## src/rtl/display_pkg.sv

```systemverilog
// Shared types and constants for the result display path.
package display_pkg;

  typedef enum logic {
    ST_IDLE  = 1'b0,
    ST_SHIFT = 1'b1
  } state_t;

  localparam logic [7:0] DROP_MAX = 8'd255;

endpackage

```

## src/rtl/sync_fifo.sv

```systemverilog
// Small synchronous FIFO; head word is readable in the same cycle it is popped.
module sync_fifo #(
  parameter int DATA_W = 32,
  parameter int DEPTH  = 4
) (
  input  logic              clk,
  input  logic              reset,
  input  logic              push,
  input  logic              pop,
  input  logic [DATA_W-1:0] wdata,
  output logic [DATA_W-1:0] rdata,
  output logic              full,
  output logic              empty
);

  localparam int PTR_W = $clog2(DEPTH);
  localparam int CNT_W = PTR_W + 1;

  logic [DATA_W-1:0] mem [DEPTH];
  logic [PTR_W-1:0]  wr_ptr_reg;
  logic [PTR_W-1:0]  rd_ptr_reg;
  logic [CNT_W-1:0]  count_reg;
  logic [CNT_W-1:0]  count_next;
  logic              full_reg;
  logic              empty_reg;

  // Contents are not cleared on reset; the pointers alone discard them.
  always_ff @(posedge clk) begin
    if (push) begin
      mem[wr_ptr_reg] <= wdata;
    end
  end

  always_comb begin
    count_next = count_reg;
    case ({push, pop})
      2'b10:   count_next = count_reg + CNT_W'(1);
      2'b01:   count_next = count_reg - CNT_W'(1);
      default: count_next = count_reg;
    endcase
  end

  always_ff @(posedge clk) begin
    if (reset) begin
      wr_ptr_reg <= '0;
      rd_ptr_reg <= '0;
      count_reg  <= '0;
      full_reg   <= 1'b0;
      empty_reg  <= 1'b1;
    end else begin
      if (push) begin
        wr_ptr_reg <= wr_ptr_reg + PTR_W'(1);
      end
      if (pop) begin
        rd_ptr_reg <= rd_ptr_reg + PTR_W'(1);
      end
      count_reg <= count_next;
      full_reg  <= (count_next == CNT_W'(DEPTH));
      empty_reg <= (count_next == '0);
    end
  end

  assign rdata = mem[rd_ptr_reg];
  assign full  = full_reg;
  assign empty = empty_reg;

endmodule

```

## src/rtl/result_display.sv

```systemverilog
// Buffers result words and streams them out as hex digits, MSB nibble first.
module result_display
  import display_pkg::*;
#(
  parameter int DATA_W  = 32,
  parameter int DEPTH   = 4,
  parameter int DIGIT_W = 4
) (
  input  logic               clk,
  input  logic               reset,
  input  logic [DATA_W-1:0]  in_data,
  input  logic               in_valid,
  input  logic               sig_display,
  input  logic               disp_ready,
  output logic [DIGIT_W-1:0] disp_digit,
  output logic               disp_valid,
  output logic               disp_last,
  output logic               fifo_full,
  output logic [7:0]         drop_cnt
);

  localparam int NDIG  = DATA_W / DIGIT_W;
  localparam int IDX_W = (NDIG > 1) ? $clog2(NDIG) : 1;

  state_t            state_reg;
  logic [DATA_W-1:0] shreg_reg;
  logic [IDX_W-1:0]  idx_reg;
  logic [7:0]        drop_cnt_reg;

  logic [DATA_W-1:0] fifo_rdata;
  logic              fifo_full_w;
  logic              fifo_empty;
  logic              word_done;
  logic              pop;
  logic              push;
  logic              drop;

  // A pop in the same cycle frees a slot, so a push while full still lands.
  assign word_done = (state_reg == ST_SHIFT) && disp_ready && (idx_reg == '0);
  assign pop       = sig_display && !fifo_empty && ((state_reg == ST_IDLE) || word_done);
  assign push      = in_valid && (!fifo_full_w || pop);
  assign drop      = in_valid && !push;

  sync_fifo #(
    .DATA_W (DATA_W),
    .DEPTH  (DEPTH)
  ) u_fifo (
    .clk   (clk),
    .reset (reset),
    .push  (push),
    .pop   (pop),
    .wdata (in_data),
    .rdata (fifo_rdata),
    .full  (fifo_full_w),
    .empty (fifo_empty)
  );

  always_ff @(posedge clk) begin
    if (reset) begin
      state_reg    <= ST_IDLE;
      shreg_reg    <= '0;
      idx_reg      <= '0;
      drop_cnt_reg <= '0;
    end else begin
      if (drop && (drop_cnt_reg != DROP_MAX)) begin
        drop_cnt_reg <= drop_cnt_reg + 8'd1;
      end
      case (state_reg)
        ST_IDLE: begin
          if (pop) begin
            shreg_reg <= fifo_rdata;
            idx_reg   <= IDX_W'(NDIG - 1);
            state_reg <= ST_SHIFT;
          end
        end
        ST_SHIFT: begin
          if (disp_ready) begin
            if (idx_reg != '0) begin
              shreg_reg <= shreg_reg << DIGIT_W;
              idx_reg   <= idx_reg - IDX_W'(1);
            end else if (pop) begin
              shreg_reg <= fifo_rdata;
              idx_reg   <= IDX_W'(NDIG - 1);
            end else begin
              state_reg <= ST_IDLE;
            end
          end
        end
        default: state_reg <= ST_IDLE;
      endcase
    end
  end

  assign disp_valid = (state_reg == ST_SHIFT);
  assign disp_last  = disp_valid && (idx_reg == '0);
  assign disp_digit = shreg_reg[DATA_W-1 -: DIGIT_W];
  assign fifo_full  = fifo_full_w;
  assign drop_cnt   = drop_cnt_reg;

endmodule

```

## config.mk

```make
export PLATFORM = sky130hd
export DESIGN_NAME = result_display
export DESIGN_NICKNAME = d
export VERILOG_FILES = /design/src/rtl/display_pkg.sv /design/src/rtl/sync_fifo.sv /design/src/rtl/result_display.sv
export SDC_FILE = /design/constraint.sdc
export NUM_CORES = 1
export LEC_CHECK = 0
export BUFFER_PORTS_ARGS = -buffer_cell sky130_fd_sc_hd__buf_2
export CAP_MARGIN = 40
export CORE_ASPECT_RATIO = 1.1
export CORE_UTILIZATION = 35
export CTS_CLUSTER_DIAMETER = 30
export DETAILED_ROUTE_END_ITERATION = 6
export PLACE_DENSITY_LB_ADDON = 0.12
export SLEW_MARGIN = 20
export SYNTH_ARGS = -nofsm -noshare
export SYNTH_HDL_FRONTEND = slang
export SYNTH_SLANG_ARGS = --single-unit
```

## constraint.sdc

```tcl
create_clock -name clk -period 3.6 [get_ports clk]
set_clock_uncertainty 0.05 [all_clocks]
set_input_delay 0.9 -clock clk [delete_from_list [all_inputs] [get_ports clk]]
set_output_delay 0.9 -clock clk [all_outputs]
set_load 0.02 [all_outputs]
```

* Word-level counts from Yosys, hierarchy flattened
Memories as Yosys holds them, arrays and structs flattened. A register that Yosys moved wholly into a read port is not among the register bits.
Cells that the tools add are included.
** Cells by class
- $add $sub $neg :: 6
- Eq/ne operators :: 5
- Mux-type cells :: 17
- Bitwise operators :: 1
- Reduce and logical (&&, ||, !) cells :: 16
** Operator list (count)
- two-way mux 32 bit :: 3
- case mux 32 bit (2 select lines) :: 1
- case mux 3 bit (2 select lines) :: 2
- two-way mux 3 bit :: 3
- adder 8 x 1 -> 8 bit, second input constant :: 1
- logical AND 1 bit :: 8
- != test 8 bit, second input constant :: 1
- logical NOT 3 bit :: 2
- subtractor 3 x 1 -> 3 bit, second input constant :: 2
- two-way mux 1 bit :: 5
- adder 2 x 1 -> 2 bit, second input constant :: 2
- two-way mux 2 bit :: 2
- adder 3 x 1 -> 3 bit, second input constant :: 1
- == test 3 bit, second input constant :: 1
- logical NOT 1 bit :: 3
- nonzero test 3 bit :: 1
- == test 2 x 1 -> 1 bit, second input constant :: 1
- == test 2 bit, second input constant :: 1
- logical OR 1 bit :: 2
- != test 2 bit, second input constant :: 1
- case mux 1 bit (2 select lines) :: 1
- inverter 1 bit :: 1
** Word-level totals
- Register bits after elaboration :: 53
- Memory bits (writable) :: 128
- Input bits :: 37
- Output and inout bits :: 15
- Word-level logic and storage cells :: 55
- Memories :: 1
** Memory list
- u_fifo.mem :: words 4, width 32, read ports 1, clocked after memory_dff 1, write ports 1, line sync_fifo.sv:19 : logic [DATA_W-1:0] mem [DEPTH];

* Longest topological paths before layout
- Depth after elaboration :: 9
- Gate-level depth with buffers :: 12
- Gate-level depth less buffers :: 11

* Cells and area by module
A second synthesis with hierarchy kept.
** Unflattened totals
- Cells, all modules :: 451
- Area, all modules :: 7206.9 µm²
** By module, submodules not included
- sync_fifo :: instances 1, cells an instance 219, area an instance 5142.4 µm², seq. area each 4063.9 µm²
- result_display :: instances 1, cells an instance 232, area an instance 2064.5 µm², seq. area each 880.8 µm²

* Worst setup path after synthesis
OpenSTA, ideal clock, no wires.
- Path type :: in2reg
- Start point :: in disp_ready
- End point :: reg u_fifo.full_reg, in the netlist u_fifo.full
- Library setup time :: 0.065 ns
- Arrival time :: 2.882 ns
- Required time :: 3.485 ns
- Path slack :: 0.602 ns
- Stages on the path :: 10
- Path buffers :: 1
- Cell sequence :: nand3b_1 -> a21o_1 -> buf_4 -> clkinv_1 -> ha_1 -> fa_1 -> xnor2_1 -> or3_1 -> a21oi_1 -> nor2b_1
** Between the ends
- Longest elaborated chain between the ends :: 9
- Elaborated cells on any way between the ends :: 10
- Classes of those cells :: 3 x eq/ne; 1 x mux; 6 x reduce/logical
** RTL lines
- from (decl) :: line result_display.sv:14 : input logic disp_ready,
- logical AND 1 bit (*) (2 in a row) :: line result_display.sv:39 : assign word_done = (state_reg == ST_SHIFT) && disp_ready && (idx_reg == '0);
- logical OR 1 bit (*) :: line result_display.sv:40 : assign pop = sig_display && !fifo_empty && ((state_reg == ST_IDLE) || word_done);
- logical AND 1 bit (*) :: line result_display.sv:40
- net pop :: line result_display.sv:34 : logic pop;
- logical OR 1 bit :: line result_display.sv:41 : assign push = in_valid && (!fifo_full_w || pop);
- logical AND 1 bit :: line result_display.sv:41
- == test 2 x 1 -> 1 bit or == test 2 bit (tied branches) :: line sync_fifo.sv:36 : case ({push, pop})
- case mux 3 bit (2 select lines) (*) :: line sync_fifo.sv:36
- == test 3 bit (*) :: line sync_fifo.sv:58 : full_reg <= (count_next == CNT_W'(DEPTH));
- to (signal assigned) :: line sync_fifo.sv:58
- to (decl) :: line sync_fifo.sv:24 : logic full_reg;
The timed path passes the listed nets; every way through them passes the cells marked *.
A chain may end at the register's enable or synchronous reset.

* Worst setup path in the final report
- Start point :: reg idx_reg[0]
- End point :: reg u_fifo.full_reg, in the netlist u_fifo.full
** Between the ends
- Longest elaborated chain between the ends :: 9
- Elaborated cells on any way between the ends :: 10
- Classes of those cells :: 3 x eq/ne; 1 x mux; 6 x reduce/logical
** RTL lines
- from (decl) :: line result_display.sv:27 : logic [IDX_W-1:0] idx_reg;
- from (signal assigned) :: line result_display.sv:72 : idx_reg <= IDX_W'(NDIG - 1);
- from (signal assigned) :: line result_display.sv:80 : idx_reg <= idx_reg - IDX_W'(1);
- from (signal assigned) :: line result_display.sv:83 : idx_reg <= IDX_W'(NDIG - 1);
- logical NOT 3 bit (*) :: line result_display.sv:39
- logical AND 1 bit (*) :: line result_display.sv:39
- logical OR 1 bit (*) :: line result_display.sv:40
- logical AND 1 bit (*) :: line result_display.sv:40
- net pop :: line result_display.sv:34
- logical OR 1 bit :: line result_display.sv:41
- logical AND 1 bit :: line result_display.sv:41
- == test 2 x 1 -> 1 bit or == test 2 bit (tied branches) :: line sync_fifo.sv:36
- case mux 3 bit (2 select lines) (*) :: line sync_fifo.sv:36
- == test 3 bit (*) :: line sync_fifo.sv:58
Marks and branches as above.

==> results.yml <==
run_status:
  status: "completed"
floorplan:
  die_h_microns: 153.4
  die_x_microns: 139.6
  ios: 52
  initial_core_util_pct: 35.55
  dieArea_sq_um: 21410
  fp.coreArea_sq_um: 20510
  fp-row-count: 55
flow_run:
  drv_cap: 0
synth:
  ys_types: 51
  ys_seq_elements: 183
  syn-instance-count: 474
  synth_fp_nets: 520
  synthFlopType: "edfxtp_1"
  avgSynthCellArea_sq_um: 15.38
  syn-cell-area_sq_um: 7289
  synth-async-reset-ratio_pct: 0
  synth_seq_area_share_pct: 67.83
  synth_edf_count: 128
  yosysWarnings: 0
cts:
  root_buffer: "clkbuf_16"
  clock_path_buffers: 2
  cts.sinks: 183
  cts_hold_buf: 0
  htreeDepth: 4
  numCtsBuffers: 17
  path_clk_slew_ns: 0.07
  cts_resized: 0
  cts_tree: "built"
  post_cts_buffers: 0
  insertion_delay_ns: 0.42
route:
  avgRoutedWirePerCell_microns: 17.75
  detail_route.first_pass.iterations: 4
  via_per_inst: 4.965
  num_vias: 3942
  drc_errors: 0
  wl_microns: 14090
  drtAntennaViolNets: 0
  drt_iter0_markers: 164
sta:
  hold_viol_final: 0
  finalMaxSlewViolations: 0
  fin_crit_sh_pct: 79.47
  max_slew_margin_pct: 51.27
  worst_pin_slew_ns: 0.7310
  fmax_mhz: 349.6
  grt_setup_unrepaired: "false"
  tns_ns: 0
  min_period_ns: 2.861
  setup_violations: 0
  setup_ws_ns: 0.7392
  holdWs_ns: 0.4093
layout:
  finalNetCount: 571
  multi_input_area_sq_um: 2003
  drive_above_1_share_pct: 26.39
  layoutNonFillerInstCount: 794
  syn2layout_area_growth_pct: 14.16
  largest_reg_flops: 128
  fill_cells: 1913
  final_cell_mix: "edfxtp_1, nor2_1, dfxtp_1"
  antennaDiodeCount: 0
  seq_area_sq_um: 4946
  layout_commonest_cell: "edfxtp_1"
place:
  hpwlAfterDp_microns: 8681
  place.gp.congestion: 0.7476
  port_buffers: 51
  dp_cells: 762
  dp_slack_ns: 0.3950
critical_path:
  path_max_fanout: 8
  worstPathArrival_ns: 3.17
  start_kind: "register"
  ff2ff_setup_slack_ns: 0.74
  required_ns: 3.91
  criticalPathCategory: "register to register"
  critPathCaptureType: "register"
grt:
  antenna_found_initial: 0
  grt_max_degree: 35
  grt_pass1_vias: 4079
  grt_first_pass_wirelength_microns: 22310
  grt_overflow_total: 0
  track_usage_pct: 14.06
power_and_ir_drop:
  leakagePower_nw: 2.867
  power.density_nw_per_um2: 650.3
  ir_drop_mv: 0.3309
hold_path:
  hold_class: "register to register"
## where the power goes
| group | internal [W] | leakage, nW | switching (W) |
|---|---|---|---|
| clock network | 0.00102 | 0.266 | 0.000762 |
| registers | 0.00252 | 1.63 | 0.000143 |
| logic | 0.000432 | 0.975 | 0.000530 |
| total | 0.00398 | 2.87 | 0.00143 |
## cell families (layout without fill, tap and decap cells)
| family | count (synthesis) | in the layout | share of synthesized area (%) |
|---|---|---|---|
| flip-flops | 183 | 183 | 67.83 |
| AO/OA/AOI/OAI | 59 | 59 | 7.261 |
| AND/OR/NAND/NOR | 115 | 115 | 7.175 |
| adder cells (fa/ha/maj) | 9 | 9 | 1.648 |
| XOR/XNOR | 4 | 4 | 0.4807 |
| buffers and inverters | 65 | 129 | 4.686 |
| multiplexers | 39 | 39 | 10.92 |
## final cells by class
| class | count | area share [%] |
|---|---|---|
| well taps | 256 | 3.849 |
| clock inverters | 12 | 1.549 |
| clock buffers | 20 | 5.247 |
| inverters | 37 | 1.669 |
| multi-input cells | 226 | 24.07 |
| repair buffers | 60 | 4.180 |
| flip-flops and latches | 183 | 59.43 |
## worst max-delay path, stage by stage (launching register included)
cell and delay, ns:
dfxtp_1 0.34, inv_1 0.06, ha_1 0.25, nand3b_1 0.19, a21o_1 0.18, clkinv_1 0.22
ha_1 0.31, fa_1 0.39, xnor2_1 0.14, or3_1 0.30, a21oi_1 0.22, nor2b_1 0.15
## cells in the mapped netlist, types with 2 or more instances
master / n / area share, %
mux4_2: 32 / 9.9
and3_1: 4 / 0.34
buf_4: 6 / 0.62
a2111oi_0: 15 / 1.8
dfxtp_1: 55 / 15
nor2b_1: 5 / 0.43
a2111oi_2: 9 / 1.9
buf_6: 7 / 1.1
or4_1: 3 / 0.31
edfxtp_1: 128 / 53
o21ai_0: 6 / 0.41
mux2_2: 4 / 0.62
o31ai_1: 3 / 0.31
a21oi_1: 13 / 0.89
nand4_1: 3 / 0.26
nand3_1: 2 / 0.14
ha_1: 8 / 1.4
nor2_1: 74 / 3.8
buf_2: 5 / 0.34
inv_1: 36 / 1.9
clkbuf_1: 9 / 0.46
nor3_1: 2 / 0.14
mux2i_1: 3 / 0.41
a2111oi_1: 3 / 0.41
xnor2_1: 3 / 0.36
nand2_1: 11 / 0.57
## layer usage
metal / wire [microns] / vias to the layer above / track usage (%)
met1: 6084 / 1985 / 16.71
met5: 0 / - / 0
met4: 130 / 0 / 4.239
met2: 7453 / 71 / 24.98
li1: - / 1874 / -
met3: 422 / 12 / 3.540
## per-stage QoR
| step | utilization (%) | instance area [sq um] | power (W) |
|---|---|---|---|
| 2_1_floorplan | - | 7289 | 0.003480 |
| 3_3_place_gp | 37.82 | 7756 | 0.003681 |
| 3_5_place_dp | 37.82 | 7756 | 0.003707 |
| 4_1_cts | 40.58 | 8322 | 0.005501 |
| 5_1_grt | 40.58 | 8322 | 0.005690 |
| 6_report | 40.58 | 8322 | 0.005411 |
## path summary, 6_finish.rpt
path                       from             to  cells past startpoint
setup reg to reg     idx_reg[0]    u_fifo.full                     11
hold / removal    shreg_reg[27]  shreg_reg[27]                      2
setup / recovery     idx_reg[0]    u_fifo.full                     11
hold reg to reg   shreg_reg[27]  shreg_reg[27]                      2
Power figures use the tool's default switching activity.
